==> src/rtl/rr_arbiter_mux_pkg.sv <==
// Shared definitions for the round-robin stream multiplexer: handshake types,
// channel-count limits and the output-stage load rule.
package rr_arbiter_mux_pkg;

    localparam int CHANNELS_MIN = 2;
    localparam int CHANNELS_MAX = 32;

    typedef struct packed {
        logic valid;
        logic ready;
    } hs_t;

    // A one-entry stage may take new data when empty or when its content leaves this cycle.
    function automatic logic hs_can_load(input hs_t stage);
        return (~stage.valid) | stage.ready;
    endfunction

endpackage

==> src/rtl/rr_arbiter_mux_picker.sv <==
// Combinational round-robin picker: finds the first requester after last_grant,
// wrapping modulo CHANNELS (works for non-power-of-2 counts).
module rr_priority_picker #(
    parameter  int CHANNELS = 4,
    localparam int SEL_W    = $clog2(CHANNELS)
) (
    input  logic [CHANNELS-1:0] req,
    input  logic [SEL_W-1:0]    last_grant,
    output logic [SEL_W-1:0]    grant,
    output logic                any
);

    localparam int IDX_W = SEL_W + 1;

    logic [2*CHANNELS-1:0] dbl_s;
    logic [CHANNELS-1:0]   rot_s;
    logic [IDX_W-1:0]      start_s;
    logic [IDX_W-1:0]      offset_s;
    logic [IDX_W-1:0]      sum_s;

    // Rotate so the channel after last_grant sits at bit 0, then pick the lowest set bit.
    always_comb begin
        start_s  = {1'b0, last_grant} + {{SEL_W{1'b0}}, 1'b1};
        dbl_s    = {req, req};
        rot_s    = dbl_s[start_s +: CHANNELS];
        offset_s = '0;
        for (int i = CHANNELS - 1; i >= 0; i--) begin
            if (rot_s[i]) begin
                offset_s = IDX_W'(i);
            end else begin
                offset_s = offset_s;
            end
        end
        sum_s = start_s + offset_s;
        if (sum_s >= IDX_W'(CHANNELS)) begin
            grant = SEL_W'(sum_s - IDX_W'(CHANNELS));
        end else begin
            grant = SEL_W'(sum_s);
        end
        any = |rot_s;
    end

endmodule

==> src/rtl/rr_arbiter_mux.sv <==
// N:1 valid/ready stream multiplexer with round-robin (or forced) channel
// selection and a one-entry registered output stage.
module rr_arbiter_mux
    import rr_arbiter_mux_pkg::*;
#(
    parameter  int WIDTH    = 32,
    parameter  int CHANNELS = 4,
    localparam int SEL_W    = $clog2(CHANNELS)
) (
    input  logic                      clk,
    input  logic                      rst_n,
    input  logic [CHANNELS-1:0]       in_valid,
    input  logic [CHANNELS*WIDTH-1:0] in_data,
    output logic [CHANNELS-1:0]       in_ready,
    input  logic                      force_en,
    input  logic [SEL_W-1:0]          force_sel,
    output logic                      out_valid,
    output logic [WIDTH-1:0]          out_data,
    output logic [SEL_W-1:0]          out_channel,
    input  logic                      out_ready
);

    logic                out_valid_r;
    logic [WIDTH-1:0]    out_data_r;
    logic [SEL_W-1:0]    out_channel_r;
    logic [SEL_W-1:0]    last_grant_r;

    logic [CHANNELS-1:0] force_mask_s;
    logic [CHANNELS-1:0] cand_s;
    logic [CHANNELS-1:0] in_ready_s;
    logic [SEL_W-1:0]    grant_s;
    logic                any_s;
    logic                load_s;
    hs_t                 out_hs_s;
    logic [WIDTH-1:0]    sel_data_s;

    // Candidate masking; an out-of-range force_sel shifts the one-hot out and empties the set.
    always_comb begin
        force_mask_s = {{(CHANNELS-1){1'b0}}, 1'b1} << force_sel;
        if (force_en) begin
            cand_s = in_valid & force_mask_s;
        end else begin
            cand_s = in_valid;
        end
    end

    rr_priority_picker #(
        .CHANNELS (CHANNELS)
    ) u_picker (
        .req        (cand_s),
        .last_grant (last_grant_r),
        .grant      (grant_s),
        .any        (any_s)
    );

    // Ready decode and data select; ready is held low throughout reset.
    always_comb begin
        out_hs_s   = '{valid: out_valid_r, ready: out_ready};
        load_s     = hs_can_load(out_hs_s);
        in_ready_s = '0;
        for (int i = 0; i < CHANNELS; i++) begin
            in_ready_s[i] = rst_n & load_s & any_s & (grant_s == SEL_W'(i));
        end
        sel_data_s = in_data[grant_s*WIDTH +: WIDTH];
    end

    // Output stage and round-robin pointer.
    always_ff @(posedge clk or negedge rst_n) begin
        if (!rst_n) begin
            out_valid_r   <= 1'b0;
            out_data_r    <= '0;
            out_channel_r <= '0;
            last_grant_r  <= SEL_W'(CHANNELS - 1);
        end else if (load_s) begin
            if (any_s) begin
                out_valid_r   <= 1'b1;
                out_data_r    <= sel_data_s;
                out_channel_r <= grant_s;
                last_grant_r  <= grant_s;
            end else begin
                out_valid_r   <= 1'b0;
            end
        end else begin
            out_valid_r   <= out_valid_r;
            out_data_r    <= out_data_r;
            out_channel_r <= out_channel_r;
            last_grant_r  <= last_grant_r;
        end
    end

    assign in_ready    = in_ready_s;
    assign out_valid   = out_valid_r;
    assign out_data    = out_data_r;
    assign out_channel = out_channel_r;

endmodule
==> config.mk <==
export PLATFORM = sky130hd
export DESIGN_NAME = rr_arbiter_mux
export DESIGN_NICKNAME = d
export VERILOG_FILES = /design/src/rtl/rr_arbiter_mux_pkg.sv /design/src/rtl/rr_arbiter_mux_picker.sv /design/src/rtl/rr_arbiter_mux.sv
export SDC_FILE = /design/constraint.sdc
export NUM_CORES = 1
export LEC_CHECK = 0
export CAP_MARGIN = 10
export CORE_MARGIN = 2
export CORE_UTILIZATION = 40
export DETAILED_ROUTE_END_ITERATION = 10
export HOLD_SLACK_MARGIN = 0.08
export PLACE_DENSITY = 0.86
export SLEW_MARGIN = 25
export SYNTH_ARGS = -nofsm -noshare
export SYNTH_HDL_FRONTEND = slang
export SYNTH_SLANG_ARGS = --single-unit
==> constraint.sdc <==
create_clock -name clk -period 9.1 [get_ports clk]
set_input_delay 0.91 -clock clk [delete_from_list [all_inputs] [get_ports clk]]
set_output_delay 0.91 -clock clk [all_outputs]
set_load 0.01 [all_outputs]
==> results.ini, run 1 <==
[critical_path]
cp_slowest_cell=clkdlybuf4s50_1
worst-path-buf-inv=4
cp_top_family=buffers and inverters
end_kind=primary output
critPathMostFrequentCell=clkdlybuf4s50_1
criticalPathCategory=input pin to primary output
cp_cell_sequence=clkdlybuf4s50_1 -> a21bo_1 -> and3_1 -> nor3_1 -> o22ai_1 -> a2bb2oi_1 -> ha_4 -> inv_1 -> nor4_4 -> buf_4 -> or2_1 -> nor3b_1 -> clkdlybuf4s50_1
worstPathRequired_ns=8.19
worstPathArrival_ns=4.76
start_kind=input pin
slowest_delay_ns=0.59
critical_path.max_fanout=33

[sta]
hold_viol=0
max_slew.worst_pin.slew_ns=0.925
skew_ns=0.00433
tns_ns=0
fmax_mhz=176
whs_ns=0.478
finalCriticalPeriod_ns=5.67
post-route-period-util=0.623
slew_headroom=0.384
drv_slew=0
worst_slack_ns=3.43
rsz0062_at_grt=no
report.final.setup_viol=0

[floorplanning]
dieArea_um2=7430
rows=29
pin_count=177
coreArea_um2=6460
initial_core_util=0.418
die_x_um=86.2
fp.dieH_um=86.2

[cells_and_area]
area_growth_pct=70.2
regArea_um2=928
layout-drive-gt1-share=0.0410
diodes=0
multi_input_area_um2=1670
n_fill_cell=512
fin_area_um2=4600
nNetsFinal=578

[run_status]
outcome=complete, no violations

[drt]
drc=0
vias=2944
detail-route-antenna-nets=0
vias_per_cell=5.71
routed_wl_mm=8.70
first_iter_violations=130
first_pass_iters=5
wl_per_cell_um=16.9

[yosys]
ys_seq_area_frac=0.344
synth_top_area_share=0.324
synth_edf_count=0
avgSynthCellArea_um2=9.62
synthesis.nets=421
synthCells=281
ys.flop_type=dfrtp_1
synth_cell_type_count=39
synth_top_area_cell=dfrtp_1
synth_area_um2=2700
async_flop_share=1.00
yosys_warnings=0
synth-seq-cells=37
synthTopCellsByArea=dfrtp_1 (32%), mux2i_1 (24%), a221o_1 (12%)

[power_and_ir_drop]
power.density_nw_per_um2=348
total_power_w=0.00160
ir_drop_mv=0.267
leakagePower_nw=1.90

[clocking]
clk_latency_ns=0.29
h-tree-depth=2
root_buffer=clkbuf_8
numCtsBuffers=5
cts.sinks=37
cts_hold_buf=0
clkTransAtPathRegs_ns=0.07
ctsResizeCount=0
post_cts_buffers=0
cts_tree=built
clk_path_buf_depth=2

[global_route]
overflow=0
grt_pass1_vias=2897
grt_pass1_wl_mm=13.7
grt_max_degree=105
grt_antenna_before_repair=0
grt_use_total=0.231

[min_path]
hold_class=flop to flop

[place]
placement.io_buffers=176
placed_area_um2=4480
globalplace.congestion=0.828
place_ws_ns=3.46
dp_hpwl_mm=6.36

[job]
cap_violations=0

[final timing paths]
path	start	endpoint	slack, ns	cells past startpoint
max	force_en	in_ready[1]	3.43	13
min	out_channel[1]	out_channel[1]	0.48	2
max reg2reg	last_grant_r[0]	out_channel[1]	5.38	12
min reg2reg	out_channel[1]	out_channel[1]	0.48	2
max in group asynchronous	rst_n	out_data[26]	7.82	1
min in group asynchronous	rst_n	out_valid	0.72	1
[logic make-up after synthesis]
family          Yosys count  share of synthesized area
simple gates             92                      0.181
buf+inv                  33                     0.0505
fa+ha+maj                 2                    0.00926
compound gates           51                      0.172
mux                      66                      0.244
flops                    37                      0.344
[cell type report]
type                            instances  share of cell area
Timing Repair Buffer                  180               0.393
Multi-Input combinational cell        211               0.362
Clock buffer                            8              0.0196
Inverter                                3             0.00245
Tap cell                               77              0.0209
Sequential cell                        37               0.202
[state kept, by name, summed over array words and instances, names as in the netlist]
register,cells
out_data,32
out_valid,1
out_channel,2
last_grant_r,2
[tightest hold or removal path, stage by stage (launching register included)]
cell     delay, ns
dfrtp_1       0.34
nand2_1       0.05
o21ai_0       0.06
[power breakdown]
part / internal (W) / leakage [nW] / switching [W]
combinational: 0.000593 / 1.41 / 0.000582
clock: 0.0000618 / 0.0455 / 0.0000577
sequential: 0.000255 / 0.448 / 0.0000528
total: 0.000909 / 1.90 / 0.000692
[cell usage after synthesis (3+ instances only)]
| cell | number |
|---|---|
| dfrtp_1 | 35 |
| buf_2 | 4 |
| nor4_1 | 32 |
| o21ai_0 | 5 |
| clkbuf_1 | 25 |
| inv_1 | 3 |
| nand2b_1 | 3 |
| nor2_1 | 35 |
| nor2b_1 | 3 |
| mux2i_1 | 66 |
| nand2_1 | 6 |
| a221o_1 | 32 |
[stage by stage]
| step | instances | utilization |
|---|---|---|
| detailed placement | 507 | 0.694 |
| global route | 516 | 0.712 |
| CTS | 515 | 0.708 |
| global placement | 507 | 0.694 |
| floorplan | 281 | - |
| finish | 516 | 0.712 |
[cell usage in the layout, fill, tap and decap left out, types with 5 or more instances in the layout]
cell	instances
nor2_1	35
clkdlybuf4s50_1	175
nor4_1	32
clkbuf_8	6
mux2i_1	66
o21ai_0	5
dfrtp_1	35
nand2_1	6
a221o_1	32
[routing by layer]
metal | wire length (µm) | track usage
met1 | 3390 | 0.262
met2 | 4500 | 0.422
met3 | 650 | 0.0648
met4 | 158 | 0.0653
met5 | 0 | 0
No activity file was read; power rests on OpenSTA's default activity.
==> run 2: changes to the inputs <==
--- a/config.mk
+++ b/config.mk
@@ -7,10 +7,10 @@
 export LEC_CHECK = 0
 export CAP_MARGIN = 10
 export CORE_MARGIN = 2
-export CORE_UTILIZATION = 40
+export CORE_UTILIZATION = 33
 export DETAILED_ROUTE_END_ITERATION = 10
 export HOLD_SLACK_MARGIN = 0.08
-export PLACE_DENSITY = 0.86
+export PLACE_DENSITY = 0.76
 export SLEW_MARGIN = 25
 export SYNTH_ARGS = -nofsm -noshare
 export SYNTH_HDL_FRONTEND = slang
==> constraint.sdc (replaced) <==
create_clock -name clk -period 5.05 [get_ports clk]
set_input_delay 0.505 -clock clk [delete_from_list [all_inputs] [get_ports clk]]
set_output_delay 0.505 -clock clk [all_outputs]
set_load 0.01 [all_outputs]
==> results.ini, run 2 (synthesis gave the netlist of run 1 again) <==
[run_status]
outcome=complete, no violations

[cells_and_area]
layout_commonest_cell=clkdlybuf4s50_1
area_growth_pct=71.2
fin_area_um2=4630
final_cell_mix=clkdlybuf4s50_1 (175), mux2i_1 (66), nor2_1 (35), dfrtp_1 (35)
final_cells=545
layout-drive-gt1-share=0.0455
nNetsFinal=580
diodes=0
largest_reg_flops=32

[critical_path]
slowest_delay_ns=0.58
cp_slowest_cell=clkdlybuf4s50_1
cp_cell_sequence=clkdlybuf4s50_1 -> a21bo_1 -> and3_1 -> nor3_1 -> o22ai_1 -> a2bb2oi_1 -> ha_4 -> inv_1 -> nor4_4 -> or2_1 -> nor3b_1 -> clkdlybuf4s50_1
criticalPathCategory=input pin to primary output
critPathMostFrequentCell=clkdlybuf4s50_1
critical_path.max_fanout=7
start_kind=input pin
end_kind=primary output
worstPathRequired_ns=4.55
reg2reg_slack_ns=1.48
worstPathArrival_ns=3.92

[floorplanning]
fp.dieH_um=94.5
pin_count=177
dieArea_um2=8930
rows=33
initial_core_util=0.334
die_x_um=94.5
coreArea_um2=8090

[drt]
vias_per_cell=5.24
detail-route-antenna-nets=0
wl_per_cell_um=15.6
routed_wl_mm=8.48
drc=0
vias=2857
first_iter_violations=89
first_pass_iters=4

[global_route]
grt_max_degree=105
grt_pass1_vias=2752
grt_pass1_wl_mm=13.4
grt_use_total=0.187
overflow=0
grt_antenna_before_repair=0

[clocking]
numCtsBuffers=5
clkTransAtPathRegs_ns=0.08
cts_tree=built
h-tree-depth=2
ctsResizeCount=0
cts_hold_buf=0
clk_path_buf_depth=2
clk_latency_ns=0.28
post_cts_buffers=0
root_buffer=clkbuf_8
cts.sinks=37

[sta]
rsz0062_at_grt=no
finalCriticalPeriod_ns=4.42
drv_slew=0
hold_viol=0
tns_ns=0
skew_ns=0.0130
slew_headroom=0.380
post-route-period-util=0.876
max_slew.worst_pin.slew_ns=0.930
worst_slack_ns=0.627
fmax_mhz=226
report.final.setup_viol=0

[min_path]
hold_class=input pin to asynchronous set/reset pin

[place]
globalplace.congestion=0.797
placement.io_buffers=176
placed_cells=538
placed_area_um2=4540
place_ws_ns=0.644
dp_hpwl_mm=6.34

[power_and_ir_drop]
pwr-share-clk=0.072
p_sw_w=0.00122
ir_drop_mv=0.276
pwr-share-comb=0.732
power.density_nw_per_um2=612
leakagePower_nw=1.90
internal_power_w=0.00161
p_sw_frac=0.431
power_frac_seq=0.196

[job]
cap_violations=0

[run 2: cell types whose count changed in the layout (fill, tap and decap cells not counted)]
cell / change
clkbuf_1: -1
buf_4: +3
buf_16: -1
[run 2: critical path: cells and delay by family]
family,cells,cell delay [ns]
simple gates,5,1.30
compound gates,3,0.74
fa+ha+maj,1,0.17
buf+inv,3,1.21
[run 2: final cells by class]
class | count | area, µm²
Clock buffer | 7 | 86.3
Fill cell | 733 | 3470
Inverter | 3 | 11.3
Multi-Input combinational cell | 211 | 1670
Sequential cell | 37 | 928
Tap cell | 105 | 131
Timing Repair Buffer | 182 | 1800
[run 2: path summary, 6_finish.rpt]
kind / from / endpoint / cells past startpoint
worst max-delay path: force_en / in_ready[1] / 12
worst min register to register: out_channel[0] / out_channel[0] / 2
worst max register to register: last_grant_r[0] / out_data[28] / 10
min in group clk: out_channel[0] / out_channel[0] / 2
worst min-delay path: rst_n / out_data[11] / 2
max in group asynchronous: rst_n / last_grant_r[1] / 2
[run 2: per-stage QoR]
step | hold slack (ns) | util | total power [W]
global placement | 0.467 | 0.561 | 0.00262
finish | 0.262 | 0.572 | 0.00283
detailed placement | 0.475 | 0.561 | 0.00265
global route | 0.297 | 0.572 | 0.00306
floorplan | 0.209 | - | 0.00197
CTS | 0.269 | 0.572 | 0.00287
[run 2: routing by layer]
metal,vias to the layer above,wire length [µm],share of wire,track usage
li1,1424,-,-,-
met1,1310,3440,0.41,0.235
met2,113,4170,0.49,0.310
met3,10,754,0.089,0.0654
met4,0,115,0.014,0.0459
met5,-,0,0,0
[run 2: power groups by stage]
| stage | Combinational, W | Clock (W) | Sequential (W) |
|---|---|---|---|
| final | 0.00207 | 0.000204 | 0.000554 |
| after global routing | 0.00225 | 0.000228 | 0.000576 |
| after CTS | 0.00210 | 0.000212 | 0.000553 |
| after detailed placement | 0.00210 | 0 | 0.000554 |
| after global placement | 0.00207 | 0 | 0.000552 |
| after floorplan | 0.00137 | 0 | 0.000602 |
